$ cat src/rtl/frame_sched_pkg.sv
// Shared types and constants for the frame scheduler and its framebuffer write buffer.
package frame_sched_pkg;

    typedef enum logic [2:0] {
        S_IDLE,
        S_START,
        S_RUN,
        S_DRAIN,
        S_FLUSH
    } sched_state_t;

    localparam int ERR_BADX   = 0;
    localparam int ERR_OVF    = 1;
    localparam int ERR_TMO    = 2;
    localparam int FIFO_DEPTH = 4;

endpackage

$ cat src/rtl/frame_scheduler_if.sv
// Valid/ready framebuffer write bus; the scheduler is master, the framebuffer is slave.
interface frame_scheduler_if #(
    parameter int unsigned ADDR_WIDTH  = 19,
    parameter int unsigned DEPTH_WIDTH = 10
);
    logic                   fb_we;
    logic [ADDR_WIDTH-1:0]  fb_addr;
    logic [DEPTH_WIDTH-1:0] fb_data;
    logic                   fb_ready;

    modport master (output fb_we, output fb_addr, output fb_data, input fb_ready);
    modport slave  (input fb_we, input fb_addr, input fb_data, output fb_ready);
endinterface

$ cat src/rtl/fb_write_fifo.sv
// Small registered FIFO of {addr, data} framebuffer writes; the head entry is presented directly.
module fb_write_fifo
    import frame_sched_pkg::*;
#(
    parameter int unsigned ADDR_WIDTH  = 19,
    parameter int unsigned DEPTH_WIDTH = 10
) (
    input  logic                   clk_i,
    input  logic                   rst_ni,
    input  logic                   push_i,
    input  logic [ADDR_WIDTH-1:0]  push_addr_i,
    input  logic [DEPTH_WIDTH-1:0] push_data_i,
    input  logic                   pop_i,
    output logic                   valid_o,
    output logic [ADDR_WIDTH-1:0]  head_addr_o,
    output logic [DEPTH_WIDTH-1:0] head_data_o,
    output logic                   full_o,
    output logic                   empty_o
);
    localparam int PTR_W = $clog2(FIFO_DEPTH);

    logic [ADDR_WIDTH-1:0]  addr_q [FIFO_DEPTH];
    logic [DEPTH_WIDTH-1:0] data_q [FIFO_DEPTH];
    logic [PTR_W-1:0]       wr_ptr_q, rd_ptr_q;
    logic [PTR_W:0]         count_q;
    logic                   push_ok, pop_ok;

    assign full_o  = (count_q == (PTR_W+1)'(FIFO_DEPTH));
    assign empty_o = (count_q == '0);
    assign pop_ok  = pop_i && !empty_o;
    // A full buffer still takes a new entry when the head leaves in the same cycle.
    assign push_ok = push_i && (!full_o || pop_ok);

    always_ff @(posedge clk_i or negedge rst_ni) begin
        if (!rst_ni) begin
            for (int i = 0; i < FIFO_DEPTH; i++) begin
                addr_q[i] <= '0;
                data_q[i] <= '0;
            end
            wr_ptr_q <= '0;
            rd_ptr_q <= '0;
            count_q  <= '0;
        end else begin
            if (push_ok) begin
                addr_q[wr_ptr_q] <= push_addr_i;
                data_q[wr_ptr_q] <= push_data_i;
                wr_ptr_q         <= wr_ptr_q + PTR_W'(1);
            end
            if (pop_ok) begin
                rd_ptr_q <= rd_ptr_q + PTR_W'(1);
            end
            case ({push_ok, pop_ok})
                2'b10:   count_q <= count_q + (PTR_W+1)'(1);
                2'b01:   count_q <= count_q - (PTR_W+1)'(1);
                default: count_q <= count_q;
            endcase
        end
    end

    assign valid_o     = !empty_o;
    assign head_addr_o = addr_q[rd_ptr_q];
    assign head_data_o = data_q[rd_ptr_q];

endmodule

$ cat src/rtl/frame_scheduler.sv
// Walks the line renderer through a frame, linearises its pixel writes into framebuffer
// writes and handles abort, overflow, bad-x and per-line stall detection.
module frame_scheduler
    import frame_sched_pkg::*;
#(
    parameter int unsigned SCREEN_WIDTH  = 640,
    parameter int unsigned SCREEN_HEIGHT = 480,
    parameter int unsigned ADDR_WIDTH    = 19,
    parameter int unsigned DEPTH_WIDTH   = 10,
    parameter int unsigned LINE_TIMEOUT  = 1048576
) (
    input  logic                   clk_i,
    input  logic                   rst_ni,
    input  logic                   frame_req_i,
    input  logic                   frame_abort_i,
    output logic                   frame_busy_o,
    output logic                   frame_done_o,
    output logic                   frame_aborted_o,
    output logic [8:0]             line_idx_o,
    output logic                   eng_start_o,
    output logic                   eng_rst_o,
    input  logic                   eng_done_i,
    input  logic                   eng_we_i,
    input  logic [9:0]             eng_x_i,
    input  logic [DEPTH_WIDTH-1:0] eng_depth_i,
    frame_scheduler_if.master      fb,
    output logic [2:0]             err_o
);
    localparam int unsigned         PIX_W       = $clog2(SCREEN_WIDTH + 1);
    localparam int unsigned         TMO_W       = $clog2(LINE_TIMEOUT + 1);
    localparam logic [8:0]          LAST_LINE   = 9'(SCREEN_HEIGHT - 1);
    localparam logic [ADDR_WIDTH-1:0] LINE_STRIDE = ADDR_WIDTH'(SCREEN_WIDTH);

    sched_state_t          state_q, state_d;
    logic [8:0]            line_q, line_d;
    logic [ADDR_WIDTH-1:0] base_q, base_d;
    logic [PIX_W-1:0]      pix_q, pix_d;
    logic [TMO_W-1:0]      tmo_q, tmo_d;
    logic [2:0]            err_q, err_d;
    logic                  abort_q, abort_d;
    logic                  flush_q, flush_d;
    logic                  busy_q, busy_d;
    logic                  done_q, done_d;
    logic                  aborted_q, aborted_d;
    logic                  eng_rst_q, eng_rst_d;

    logic                  x_ok, wr_seen, pop, abort_now;
    logic                  fifo_valid, fifo_full, fifo_empty;
    logic [ADDR_WIDTH-1:0] push_addr;

    assign x_ok      = (32'(eng_x_i) < SCREEN_WIDTH);
    assign wr_seen   = (state_q == S_RUN) && eng_we_i && x_ok;
    assign push_addr = base_q + ADDR_WIDTH'(eng_x_i);
    assign pop       = fifo_valid && fb.fb_ready;
    assign abort_now = abort_q || (frame_abort_i && busy_q);

    fb_write_fifo #(
        .ADDR_WIDTH  (ADDR_WIDTH),
        .DEPTH_WIDTH (DEPTH_WIDTH)
    ) u_fifo (
        .clk_i       (clk_i),
        .rst_ni      (rst_ni),
        .push_i      (wr_seen),
        .push_addr_i (push_addr),
        .push_data_i (eng_depth_i),
        .pop_i       (pop),
        .valid_o     (fifo_valid),
        .head_addr_o (fb.fb_addr),
        .head_data_o (fb.fb_data),
        .full_o      (fifo_full),
        .empty_o     (fifo_empty)
    );

    always_comb begin
        state_d   = state_q;
        line_d    = line_q;
        base_d    = base_q;
        pix_d     = pix_q;
        tmo_d     = tmo_q;
        err_d     = err_q;
        abort_d   = abort_q;
        flush_d   = flush_q;
        busy_d    = busy_q;
        done_d    = 1'b0;
        aborted_d = 1'b0;

        if (frame_abort_i && busy_q) abort_d = 1'b1;
        // Writes lost to a full buffer still count toward line completion.
        if (wr_seen) pix_d = pix_q + PIX_W'(1);
        if ((state_q == S_RUN) && eng_we_i && !x_ok) err_d[ERR_BADX] = 1'b1;
        if (wr_seen && fifo_full && !pop) err_d[ERR_OVF] = 1'b1;

        case (state_q)
            S_IDLE: begin
                if (frame_req_i) begin
                    err_d   = '0;
                    line_d  = '0;
                    base_d  = '0;
                    abort_d = 1'b0;
                    busy_d  = 1'b1;
                    state_d = S_START;
                end
            end
            S_START: begin
                pix_d   = '0;
                tmo_d   = '0;
                state_d = S_RUN;
            end
            S_RUN: begin
                tmo_d = tmo_q + TMO_W'(1);
                if ((pix_q == PIX_W'(SCREEN_WIDTH)) && eng_done_i) begin
                    state_d = S_DRAIN;
                end else if (tmo_q == TMO_W'(LINE_TIMEOUT - 1)) begin
                    err_d[ERR_TMO] = 1'b1;
                    abort_d        = 1'b1;
                    state_d        = S_DRAIN;
                end
            end
            S_DRAIN: begin
                if (fifo_empty) begin
                    if (line_q == LAST_LINE) begin
                        done_d  = 1'b1;
                        busy_d  = 1'b0;
                        state_d = S_IDLE;
                    end else if (abort_now) begin
                        flush_d = 1'b0;
                        state_d = S_FLUSH;
                    end else begin
                        line_d  = line_q + 9'd1;
                        base_d  = base_q + LINE_STRIDE;
                        state_d = S_START;
                    end
                end
            end
            S_FLUSH: begin
                if (!flush_q) begin
                    flush_d = 1'b1;
                end else begin
                    aborted_d = 1'b1;
                    busy_d    = 1'b0;
                    state_d   = S_IDLE;
                end
            end
            default: state_d = S_IDLE;
        endcase

        // The renderer is held in reset for the whole flush so its y counter restarts.
        eng_rst_d = (state_d == S_FLUSH);
    end

    always_ff @(posedge clk_i or negedge rst_ni) begin
        if (!rst_ni) begin
            state_q   <= S_IDLE;
            line_q    <= '0;
            base_q    <= '0;
            pix_q     <= '0;
            tmo_q     <= '0;
            err_q     <= '0;
            abort_q   <= 1'b0;
            flush_q   <= 1'b0;
            busy_q    <= 1'b0;
            done_q    <= 1'b0;
            aborted_q <= 1'b0;
            eng_rst_q <= 1'b1;
        end else begin
            state_q   <= state_d;
            line_q    <= line_d;
            base_q    <= base_d;
            pix_q     <= pix_d;
            tmo_q     <= tmo_d;
            err_q     <= err_d;
            abort_q   <= abort_d;
            flush_q   <= flush_d;
            busy_q    <= busy_d;
            done_q    <= done_d;
            aborted_q <= aborted_d;
            eng_rst_q <= eng_rst_d;
        end
    end

    assign frame_busy_o    = busy_q;
    assign frame_done_o    = done_q;
    assign frame_aborted_o = aborted_q;
    assign line_idx_o      = line_q;
    assign eng_start_o     = (state_q == S_START);
    assign eng_rst_o       = eng_rst_q;
    assign fb.fb_we        = fifo_valid;
    assign err_o           = err_q;

endmodule

$ cat src/flat_wrapper.sv
// flat-port wrapper written by rule: the top's interface ports become plain ports
module frame_scheduler_flat import frame_sched_pkg::*;
#(
    parameter int unsigned SCREEN_WIDTH  = 640,
    parameter int unsigned SCREEN_HEIGHT = 480,
    parameter int unsigned ADDR_WIDTH    = 19,
    parameter int unsigned DEPTH_WIDTH   = 10,
    parameter int unsigned LINE_TIMEOUT  = 1048576
)
  (clk_i, rst_ni, frame_req_i, frame_abort_i, frame_busy_o, frame_done_o, frame_aborted_o, line_idx_o, eng_start_o, eng_rst_o, eng_done_i, eng_we_i, eng_x_i, eng_depth_i, err_o, fb_fb_we, fb_fb_addr, fb_fb_data, fb_fb_ready);
  frame_scheduler_if #(.ADDR_WIDTH(ADDR_WIDTH), .DEPTH_WIDTH(DEPTH_WIDTH)) fb_i ();
  input  logic clk_i;
  input  logic rst_ni;
  input  logic frame_req_i;
  input  logic frame_abort_i;
  output logic frame_busy_o;
  output logic frame_done_o;
  output logic frame_aborted_o;
  output logic [8:0] line_idx_o;
  output logic eng_start_o;
  output logic eng_rst_o;
  input  logic eng_done_i;
  input  logic eng_we_i;
  input  logic [9:0] eng_x_i;
  input  logic [DEPTH_WIDTH-1:0] eng_depth_i;
  output logic [2:0] err_o;
  output wire logic [$bits(fb_i.fb_we)-1:0] fb_fb_we;
  output wire logic [$bits(fb_i.fb_addr)-1:0] fb_fb_addr;
  output wire logic [$bits(fb_i.fb_data)-1:0] fb_fb_data;
  input wire logic [$bits(fb_i.fb_ready)-1:0] fb_fb_ready;
  assign fb_fb_we = fb_i.fb_we;
  assign fb_fb_addr = fb_i.fb_addr;
  assign fb_fb_data = fb_i.fb_data;
  assign fb_i.fb_ready = fb_fb_ready;
  frame_scheduler #(.SCREEN_WIDTH(SCREEN_WIDTH), .SCREEN_HEIGHT(SCREEN_HEIGHT), .ADDR_WIDTH(ADDR_WIDTH), .DEPTH_WIDTH(DEPTH_WIDTH), .LINE_TIMEOUT(LINE_TIMEOUT)) u_core (.clk_i(clk_i), .rst_ni(rst_ni), .frame_req_i(frame_req_i), .frame_abort_i(frame_abort_i), .frame_busy_o(frame_busy_o), .frame_done_o(frame_done_o), .frame_aborted_o(frame_aborted_o), .line_idx_o(line_idx_o), .eng_start_o(eng_start_o), .eng_rst_o(eng_rst_o), .eng_done_i(eng_done_i), .eng_we_i(eng_we_i), .eng_x_i(eng_x_i), .eng_depth_i(eng_depth_i), .fb(fb_i), .err_o(err_o));
endmodule
$ cat config.mk
export PLATFORM = sky130hd
export DESIGN_NAME = frame_scheduler_flat
export DESIGN_NICKNAME = d
export VERILOG_FILES = /design/src/rtl/frame_sched_pkg.sv /design/src/rtl/frame_scheduler_if.sv /design/src/rtl/fb_write_fifo.sv /design/src/rtl/frame_scheduler.sv /design/src/flat_wrapper.sv
export SDC_FILE = /design/constraint.sdc
export NUM_CORES = 1
export LEC_CHECK = 0
export BUFFER_PORTS_ARGS = -buffer_cell sky130_fd_sc_hd__buf_2
export CAP_MARGIN = 30
export CORE_ASPECT_RATIO = 1.25
export CORE_UTILIZATION = 45
export DETAILED_ROUTE_END_ITERATION = 6
export GPL_TIMING_DRIVEN = 0
export PLACE_DENSITY = 0.64
export RECOVER_POWER = 50
export SLEW_MARGIN = 20
export SYNTH_ARGS = -nofsm -noshare
export SYNTH_HDL_FRONTEND = slang
export SYNTH_SLANG_ARGS = --single-unit
$ cat constraint.sdc
create_clock -name clk_i -period 4.36 [get_ports clk_i]
set_clock_uncertainty 0.05 [all_clocks]
set_input_delay 0.872 -clock clk_i [delete_from_list [all_inputs] [get_ports clk_i]]
set_output_delay 0.872 -clock clk_i [all_outputs]
set_load 0.1 [all_outputs]
==> metrics.csv <==
stage;metric;value;unit
place;portBuffers;72;
detailed_routing;vias;6182;
synth;netlist_area;0.00883;mm²
synth;synthTopCellsByArea;dfrtp_1 53%, mux2_2 8.2%, mux4_2 7.4%, o21ai_0 4.9%, nand2_1 4.2%;
grt;antenna_found_initial;0;
synth;syn_nets;810;
die;boundaryPins;74;
die;die_width;127;µm
place;place.gp.congestion;0.837;
synth;ys_seq_elements;187;
die;start_util;0.465;
sta;slew_viol_final;77;
synth;synth_top_area_share;0.527;
sta;max_freq;0.272;GHz
clock_network;cts_tree;done;
pwr;p_comb_frac;0.472;
synth;synthAdderAreaFrac;0.0207;
worst_setup_path;critPathLaunchType;register;
detailed_routing;drtAntennaViolNets;0;
clock_network;cts_root_buf;clkbuf_16;
pwr;p_sw;3.61;mW
grt;grt_pass1_wl;32200;µm
grt;grt_pass1_vias;6205;
cells_and_area;num_antenna_cells;0;
status;violations;max-capacitance violations, max-slew violations;
pwr;power_frac_seq;0.321;
synth;syn_inst;769;
die;die_h;159;µm
clock_network;clk_latency;0.43;ns
die;coreArea;0.0190;mm²
cells_and_area;design_area;0.0102;mm²
cells_and_area;final_cell_mix;186 x dfrtp_1, 99 x nand2_1, 86 x o21ai_0, 76 x buf_2, 64 x mux2_2;
synth;yosys_warnings;0;
synth;synth-seq-area-share;0.530;
sta;tightest_slew;1.90;ns
worst_setup_path;crit_type;reg -> out;
synth;ys_types;54;
pwr;ir_worst_vdd;0.539;mV
clock_network;numCtsBuffers;17;
pwr;p_clk_frac;0.207;
synth;synth_edf_count;0;
sta;fin_crit_sh;0.842;
synth;synth_xor_xnor_area_share;0.0298;
clock_network;cts_sinks;187;
pwr;p_sw_frac;0.457;
die;rows;56;
clock_network;postCtsSetupBuffers;0;
pwr;power_density;774;mW/mm²
clock_network;clkTransAtPathRegs;0.07;ns
detailed_routing;drcViolationCount;0;
clock_network;htreeDepth;4;
worst_setup_path;arrival;2.75;ns
sta;grt_setup_unrepaired;false;
synth;async_flop_share;1.00;
flow_run;maxCapViolCount;1;
synth;synth_top_family_by_area;multiplexers;
synth;synth-main-ff-cell;dfrtp_1;
detailed_routing;wl;19300;µm
pwr;power;7.89;mW
detailed_routing;first_pass_iters;4;
detailed_routing;routedWlPerCell;17.0;µm
sta;hold_viol;0;
worst_setup_path;worstPathRequired;3.44;ns
worst_setup_path;crit_fanout;10;
detailed_routing;drt-initial-drc-count;356;
synth;synthSimpleGateAreaFrac;0.132;
grt;overflow;0;
sta;finalCriticalPeriod;3.67;ns
hold_path;hold_class;reg -> reg;
synth;synth_mux_area_frac;0.159;
place;hpwl;13200;µm
cells_and_area;layout.nets;906;
cells_and_area;drive_above_1_share;0.243;
sta;slew_headroom;-0.265;
pwr;p_int;4.28;mW
cells_and_area;layout_commonest_cell;dfrtp_1;
pwr;leakagePower;4.47;nW
cells_and_area;fillers;1697;
clock_network;cts_hold_buffers;0;
sta;setup_violations;0;
cells_and_area;area_growth;15.4;%
clock_network;ctsResizeCount;0;
clock_network;max-clock-path-buffers;2;
status;outcome;finished, violations left;
synth;postSynthAreaPerCell;11.5;µm²
place;placed_area;0.00959;mm²
synth;yosys.area.top_type;dfrtp_1;
synth;synth_compound_area_frac;0.101;
die;dieArea;0.0202;mm²
worst_setup_path;cp-end-kind;output pin;
grt;grt_max_degree;89;
grt;gr-usage-all-layers;0.206;
detailed_routing;via_per_inst;5.43;
path summary, 6_finish.rpt:
check | from | depth (start not counted) | slack [ns] | end
min | u_core.u_fifo.addr_q[2]$_DFFE_PN0P_ | 2 | 0.43 | u_core.u_fifo.addr_q[2]$_DFFE_PN0P_
max | u_core.state_q[1]$_DFF_PN0_ | 6 | 0.69 | eng_start_o
max reg2reg | u_core.state_q[1]$_DFF_PN0_ | 10 | 1.27 | u_core.u_fifo.count_q[1]$_DFFE_PN0P_
min reg2reg | u_core.u_fifo.addr_q[2]$_DFFE_PN0P_ | 2 | 0.43 | u_core.u_fifo.addr_q[2]$_DFFE_PN0P_
min in group asynchronous | rst_ni | 1 | 0.73 | u_core.line_idx_o[6]$_DFFE_PN0P_
max in group asynchronous | rst_ni | 2 | 0.98 | u_core.u_fifo.addr_q[25]$_DFFE_PN0P_
logic make-up after synthesis:
group	after synthesis
flops	187
buf+inv	55
simple gates	237
xor+xnor	30
mux	96
other cells	1
fa+ha+maj	14
compound gates	149
per-stage QoR:
| stage | utilization | std cells | TNS (ns) | hold WS (ns) | setup slack (ns) |
|---|---|---|---|---|---|
| after global routing | 0.537 | 1138 | 0 | 0.441 | 0.353 |
| after global placement | 0.501 | 1102 | -143.01 | 0.408 | -0.788 |
| after CTS | 0.538 | 1136 | 0 | 0.225 | 0.722 |
| final | 0.537 | 1138 | 0 | 0.427 | 0.689 |
| after floorplan | - | 769 | 0 | 0.395 | 1.21 |
| after detailed placement | 0.505 | 1105 | 0 | 0.416 | 1.09 |
area by class of cell:
cell class	instances	area [µm²]	share of cell area
flip-flops and latches	187	4680	0.459
plain buffers	44	188	0.0184
clock buffers	18	429	0.0421
well taps	261	327	0.0320
inverters	11	41.3	0.00405
clock inverters	13	191	0.0188
repair buffers	77	427	0.0419
multi-input cells	527	3910	0.383
synth_stat cells, types with 2 or more instances:
library cell,number
a21boi_0,2
a21o_1,2
a21oi_1,22
a22o_1,4
a31oi_1,4
and2_1,3
and3_1,9
and4_1,6
buf_1,3
buf_2,8
buf_6,3
clkbuf_1,30
dfrtp_1,186
ha_1,13
inv_1,11
mux2_2,64
mux2i_1,3
mux4_2,29
nand2_1,99
nand3_1,32
nand4_1,12
nor2_1,32
nor3_1,7
nor4_1,6
nor4bb_1,2
o211ai_1,8
o21ai_0,86
o311ai_0,2
o31ai_1,8
o41ai_1,2
or2_2,3
or3_1,7
or4_1,11
or4b_1,2
xnor2_1,21
xor2_1,9
power by group through the flow:
stage | clock network, mW | logic, mW | registers (mW)
after floorplan | 0 | 3.00 | 2.60
after global placement | 0 | 3.68 | 2.55
after detailed placement | 0 | 3.73 | 2.56
after CTS | 1.68 | 3.74 | 2.53
after global routing | 1.74 | 3.95 | 2.60
final | 1.63 | 3.72 | 2.53
worst max-delay path, cell delays in order, from the launching register on:
cell	delay, ns
dfrtp_1	0.36
clkbuf_1	0.21
or3b_2	0.51
clkbuf_1	0.21
inv_1	0.14
clkbuf_1	0.37
buf_2	0.51
sequential cells by signal, indices dropped and copies added, names as in the netlist:
name,cells
u_core.frame_done_o,1
u_core.u_fifo.wr_ptr_q,2
u_core.u_fifo.data_q,40
u_core.state_q,3
u_core.tmo_q,21
u_core.base_q,12
u_core.frame_busy_o,1
u_core.line_idx_o,9
u_core.abort_q,1
u_core.flush_q,1
u_core.u_fifo.rd_ptr_q,2
u_core.err_o,3
u_core.u_fifo.count_q,3
u_core.eng_rst_o,1
u_core.pix_q,10
u_core.u_fifo.addr_q,76
u_core.frame_aborted_o,1
per-layer routing:
layer	vias to the layer above	track usage	wire length [µm]
met5	-	0	0
met4	0	0.0561	231
met3	16	0.0370	573
met2	89	0.350	9550
met1	3096	0.273	8940
li1	2981	-	-
(Power assumes the default switching activity.)
